`config.mk`:
```
export PLATFORM = sky130hd
export DESIGN_NAME = cacheline_adapter
export DESIGN_NICKNAME = d
export VERILOG_FILES = /design/src/rtl/cacheline_adapter.sv
export SDC_FILE = /design/constraint.sdc
export NUM_CORES = 2
export LEC_CHECK = 0
export BUFFER_PORTS_ARGS = -buffer_cell sky130_fd_sc_hd__buf_4
export CORE_MARGIN = 8
export CORE_UTILIZATION = 34
export CTS_CLUSTER_SIZE = 8
export DETAILED_ROUTE_END_ITERATION = 8
export GPL_ROUTABILITY_DRIVEN = 0
export PLACE_DENSITY_LB_ADDON = 0.1
export SETUP_SLACK_MARGIN = 0.15
export SKIP_LAST_GASP = 1
export SLEW_MARGIN = 20
export SYNTH_ARGS = -nofsm -noshare
export SYNTH_HDL_FRONTEND = slang
export SYNTH_SLANG_ARGS = --single-unit
```
`constraint.sdc`:
```
create_clock -name clk -period 4.1 [get_ports clk]
set_clock_uncertainty 0.2 [all_clocks]
set_input_delay 0.615 -clock clk [delete_from_list [all_inputs] [get_ports clk]]
set_output_delay 0.615 -clock clk [all_outputs]
set_load 0.005 [all_outputs]
```
`src/rtl/cacheline_adapter.sv`:
```
// Bridges a 256-bit cache line port to a 64-bit burst memory port: 4-beat writes, 4-beat read assembly.
// Optional macro CACHELINE_ADAPTER_RADDR_CHECK_EN drops mis-tagged read beats and raises a sticky err.
module cacheline_adapter #(
    parameter int LINE_W = 256,
    parameter int BEAT_W = 64
) (
    input  logic              clk,
    input  logic              rst,
    input  logic [31:0]       dfp_addr,
    input  logic              dfp_read,
    input  logic              dfp_write,
    input  logic [LINE_W-1:0] dfp_wdata,
    output logic [LINE_W-1:0] dfp_rdata,
    output logic              dfp_resp,
    output logic [31:0]       bmem_addr,
    output logic              bmem_read,
    output logic              bmem_write,
    output logic [BEAT_W-1:0] bmem_wdata,
    input  logic              bmem_ready,
    input  logic [31:0]       bmem_raddr,
    input  logic [BEAT_W-1:0] bmem_rdata,
    input  logic              bmem_rvalid,
    output logic              err
);
    localparam int BEATS = LINE_W / BEAT_W;
    localparam int KW = (BEATS > 1) ? $clog2(BEATS) : 1;
    localparam logic [KW-1:0] K_LAST = KW'(BEATS - 1);

    typedef enum logic [2:0] {
        IDLE,
        RD_REQ,
        RD_COLLECT,
        WR_BURST,
        DONE,
        DRAIN
    } state_t;

    state_t            state;
    logic [KW-1:0]     k;
    logic [KW-1:0]     k_nxt;
    logic [LINE_W-1:0] buffer;
    logic [LINE_W-1:0] line_nxt;
    logic [31:0]       line_addr;
    logic              beat_ok;
    logic              unused_addr_lsb;

    assign k_nxt           = k + KW'(1);
    assign line_addr       = {dfp_addr[31:5], 5'b0};
    assign unused_addr_lsb = ^dfp_addr[4:0];

    // Buffer with the incoming beat merged in, so the final beat can go straight to dfp_rdata.
    always_comb begin
        line_nxt = buffer;
        line_nxt[int'(k)*BEAT_W +: BEAT_W] = bmem_rdata;
    end

`ifdef CACHELINE_ADAPTER_RADDR_CHECK_EN
    logic stray;

    assign beat_ok = (bmem_raddr == bmem_addr);
    // IDLE is exempt so beats still in flight after a mid-burst reset are tolerated.
    assign stray   = bmem_rvalid && (state != IDLE) && (state != RD_COLLECT);

    always_ff @(posedge clk) begin
        if (!rst) begin
            err <= 1'b0;
        end else if (stray || (state == RD_COLLECT && bmem_rvalid && !beat_ok)) begin
            err <= 1'b1;
        end
    end
`else
    logic unused_raddr;

    assign beat_ok      = 1'b1;
    assign unused_raddr = ^bmem_raddr;
    assign err          = 1'b0;
`endif

    always_ff @(posedge clk) begin
        if (!rst) begin
            state      <= IDLE;
            k          <= '0;
            buffer     <= '0;
            dfp_rdata  <= '0;
            dfp_resp   <= 1'b0;
            bmem_addr  <= '0;
            bmem_read  <= 1'b0;
            bmem_write <= 1'b0;
            bmem_wdata <= '0;
        end else begin
            case (state)
                IDLE: begin
                    if (dfp_write) begin
                        bmem_addr  <= line_addr;
                        buffer     <= dfp_wdata;
                        k          <= '0;
                        bmem_write <= 1'b1;
                        bmem_wdata <= dfp_wdata[BEAT_W-1:0];
                        state      <= WR_BURST;
                    end else if (dfp_read) begin
                        bmem_addr <= line_addr;
                        bmem_read <= 1'b1;
                        k         <= '0;
                        state     <= RD_REQ;
                    end
                end
                RD_REQ: begin
                    if (bmem_ready) begin
                        bmem_read <= 1'b0;
                        k         <= '0;
                        state     <= RD_COLLECT;
                    end
                end
                RD_COLLECT: begin
                    if (bmem_rvalid && beat_ok) begin
                        buffer <= line_nxt;
                        k      <= k_nxt;
                        if (k == K_LAST) begin
                            dfp_rdata <= line_nxt;
                            dfp_resp  <= 1'b1;
                            state     <= DONE;
                        end
                    end
                end
                WR_BURST: begin
                    if (bmem_ready) begin
                        k <= k_nxt;
                        if (k == K_LAST) begin
                            bmem_write <= 1'b0;
                            bmem_wdata <= '0;
                            dfp_resp   <= 1'b1;
                            state      <= DONE;
                        end else begin
                            bmem_wdata <= buffer[int'(k_nxt)*BEAT_W +: BEAT_W];
                        end
                    end
                end
                DONE: begin
                    dfp_resp <= 1'b0;
                    state    <= DRAIN;
                end
                DRAIN: begin
                    // A request still held after the response must not start a second burst.
                    if (!dfp_read && !dfp_write) begin
                        state <= IDLE;
                    end
                end
                default: begin
                    state <= IDLE;
                end
            endcase
        end
    end
endmodule
```
==> impl_metrics.csv <==
group,metric,value,unit
worst_setup_path,cp_max_fo,21,
floorplanning,die_h,306,um
global_route,grt_pass1_wl,198000,um
min_path,hold_path.class,"input port to flip-flop",
worst_setup_path,start_kind,"flip-flop",
worst_setup_path,crit_required,4460,ps
global_route,grt_antenna_before_repair,22,
finish,num-nets-final,4090,
worst_setup_path,crit_end,"buffer[188]",
finish,utilization,0.442,
worst_setup_path,reg2regPathDepth,7,
global_route,grt_pass1_vias,28063,
logic_synthesis,yosysTopAreaCellShare,0.427,
finish,drive_above_1_share,0.286,
logic_synthesis,netlist_top_cells_area,"dfxtp_1, a211oi_1, a31oi_1",
finish,num-fill-cells,8416,
pwr,total_leakage_power,14.2,nW
timing,hold_viol,0,
logic_synthesis,syn_area_per_cell,8.90,um^2
timing,min_period_over_period,0.747,
floorplanning,die_x,306,um
logic_synthesis,ys_ff_latch,611,
global_route,overflow,0,
worst_setup_path,crit_arrival,3420,ps
worst_setup_path,cp-end-kind,"flip-flop",
clock_tree,cts_setup_buffers,0,
clock_tree,numCtsBuffers,86,
worst_setup_path,worst-setup-path-type,"flip-flop to flip-flop",
logic_synthesis,yosysMostFrequentCell,"dfxtp_1",
clock_tree,clk_path_buf_depth,3,
worst_setup_path,r2r_start,"k[1]",
clock_tree,ctsResizeCount,0,
clock_tree,clk_latency,620,ps
logic_synthesis,synth_cell_type_count,52,
route,drt-pass1-iter-count,5,
timing,period_minus_slack,3060,ps
route,num_vias,28266,
pwr,power.density,634,nW/um^2
finish,finalNonFillerCells,4797,
route,detail-route-antenna-nets,0,
timing,setup_violations,0,
route,wl_per_cell,28.4,um
logic_synthesis,yosysSeqAreaShare,0.427,
placement,dp_slack,1010,ps
clock_tree,cts-root-buf,"clkbuf_16",
floorplanning,start_util,0.343,
worst_setup_path,rrSetupSlack,1040,ps
clock_tree,cts.sinks,611,
placement,place_inst,4686,
clock_tree,clk_pin_slew,60,ps
placement,place_hpwl,86400,um
logic_synthesis,synth_top_flop_cell,"dfxtp_1",
route,drt_iter0_drc,2321,
clock_tree,ctsHtreeMaxLevel,3,
route,wl,136000,um
timing,fin_ws,1040,ps
timing,slew_violations,0,
timing,rsz0062_at_grt,"no",
worst_setup_path,r2r-end,"buffer[188]",
logic_synthesis,yosysTopAreaCell,"dfxtp_1",
worst_setup_path,cp-startpoint,"k[1]",
finish,area_growth,29.0,%
floorplanning,die_area,93700,um^2
route,drc,0,
status,status,"complete, no violations",
logic_synthesis,yosysWarnings,0,
floorplanning,rows,106,
clock_tree,ctsHoldBuffers,0,
logic_synthesis,synth_edf_count,0,
route,viasPerCell,5.89,
global_route,gr-usage-all-layers,0.276,
flow_run,maxCapViolations,0,
logic_synthesis,syn_area,28600,um^2
logic_synthesis,postSynthCellCount,3214,
global_route,grt_max_degree,185,
logic_synthesis,ys_top_cells_by_count,"dfxtp_1, nor2_1, a211oi_1",
timing,worst_slew_pin_slew,1090,ps
timing,clock.fmax,327,MHz
pwr,peakVddDrop,334,uV
timing,maxSlewHeadroom,0.275,
placement,io_buffers,702,
clock_tree,cts_tree,"built",
timing,fin_setup_tns,0,ps
logic_synthesis,async_flop_share,0,
pwr,power,23.4,mW
floorplanning,pin_count,746,
floorplanning,core_region_area,83600,um^2
area by class of cell:
class	count	area [um^2]	area share
Timing Repair Buffer	772	6100	0.165
Antenna cell	16	40.0	0.00108
Clock buffer	90	2170	0.0587
Sequential cell	611	12200	0.332
Multi-Input combinational cell	2213	14900	0.404
Inverter	10	47.5	0.00129
Clock inverter	5	62.6	0.00169
Tap cell	1080	1350	0.0366
cells in the final DEF (no fill, tap or decap), types with 37 or more instances in the layout:
master and count:
a211oi_1 346, a21oi_1 92, a22oi_1 63, a31o_2 107
a31oi_1 262, a32o_1 37, buf_4 747, clkbuf_16 86
dfxtp_1 609, mux2i_1 44, mux4_2 64, nand2_1 103
nor2_1 392, nor2b_1 197, o211a_1 55, o211ai_1 56
o21ai_0 264
critical path: stages (launching register included):
cell and delay [ps]:
dfxtp_1 450, inv_1 160, ha_4 360, buf_4 450, nor4bb_1 750, a32oi_1 260
o211ai_1 210, o211a_1 170
state kept, by name, indices dropped and copies added (netlist names):
name / count
buffer: 256
dfp_rdata: 256
bmem_wdata: 64
bmem_addr: 27
state: 3
k: 2
bmem_read: 1
bmem_write: 1
dfp_resp: 1
power by group:
group	internal, mW	switching (mW)	leakage (nW)
Combinational	3.44	5.54	8.14
Sequential	7.16	0.895	4.99
Clock	3.69	2.68	1.09
Total	14.3	9.11	14.2
kinds of logic (layout without fill, tap and decap cells):
family	after synthesis	after routing	share of synthesized area
AND/OR/NAND/NOR	751	751	0.122
AO/OA/AOI/OAI	1342	1342	0.325
adder cells (fa/ha/maj)	6	6	0.00262
other	1	22	0.000131
buffers and inverters	395	877	0.0576
multiplexers	108	108	0.0658
flip-flops	611	611	0.427
stage by stage:
stage                     area (um^2)  hold slack, ps
after floorplan                 28600             253
after global placement          34600             244
after detailed placement        34600             247
after CTS                       36900            5.03
after global routing            36900            20.5
final                           36900            49.7
worst min-delay path by stage:
| stage | startpoint | to | slack (ps) | cells after the start |
|---|---|---|---|---|
| 2_1_floorplan | bmem_addr[10] | bmem_addr[10] | 250 | 2 |
| 3_3_place_gp | bmem_addr[29] | bmem_addr[29] | 240 | 2 |
| 3_5_place_dp | bmem_addr[11] | bmem_addr[11] | 250 | 2 |
| 4_1_cts | bmem_ready | bmem_read | 5 | 2 |
| 5_1_grt | dfp_addr[22] | bmem_addr[22] | 20 | 3 |
| 6_report | bmem_ready | bmem_read | 50 | 2 |
layer usage:
metal | global-route usage | wire, um | vias up
met2 | 0.465 | 65800 | 1150
li1 | - | - | 13058
met3 | 0.0635 | 10400 | 203
met1 | 0.348 | 56200 | 13841
met5 | 0 | 87 | -
met4 | 0.0879 | 3710 | 14
Note: power is estimated with default switching activity, not from simulation.
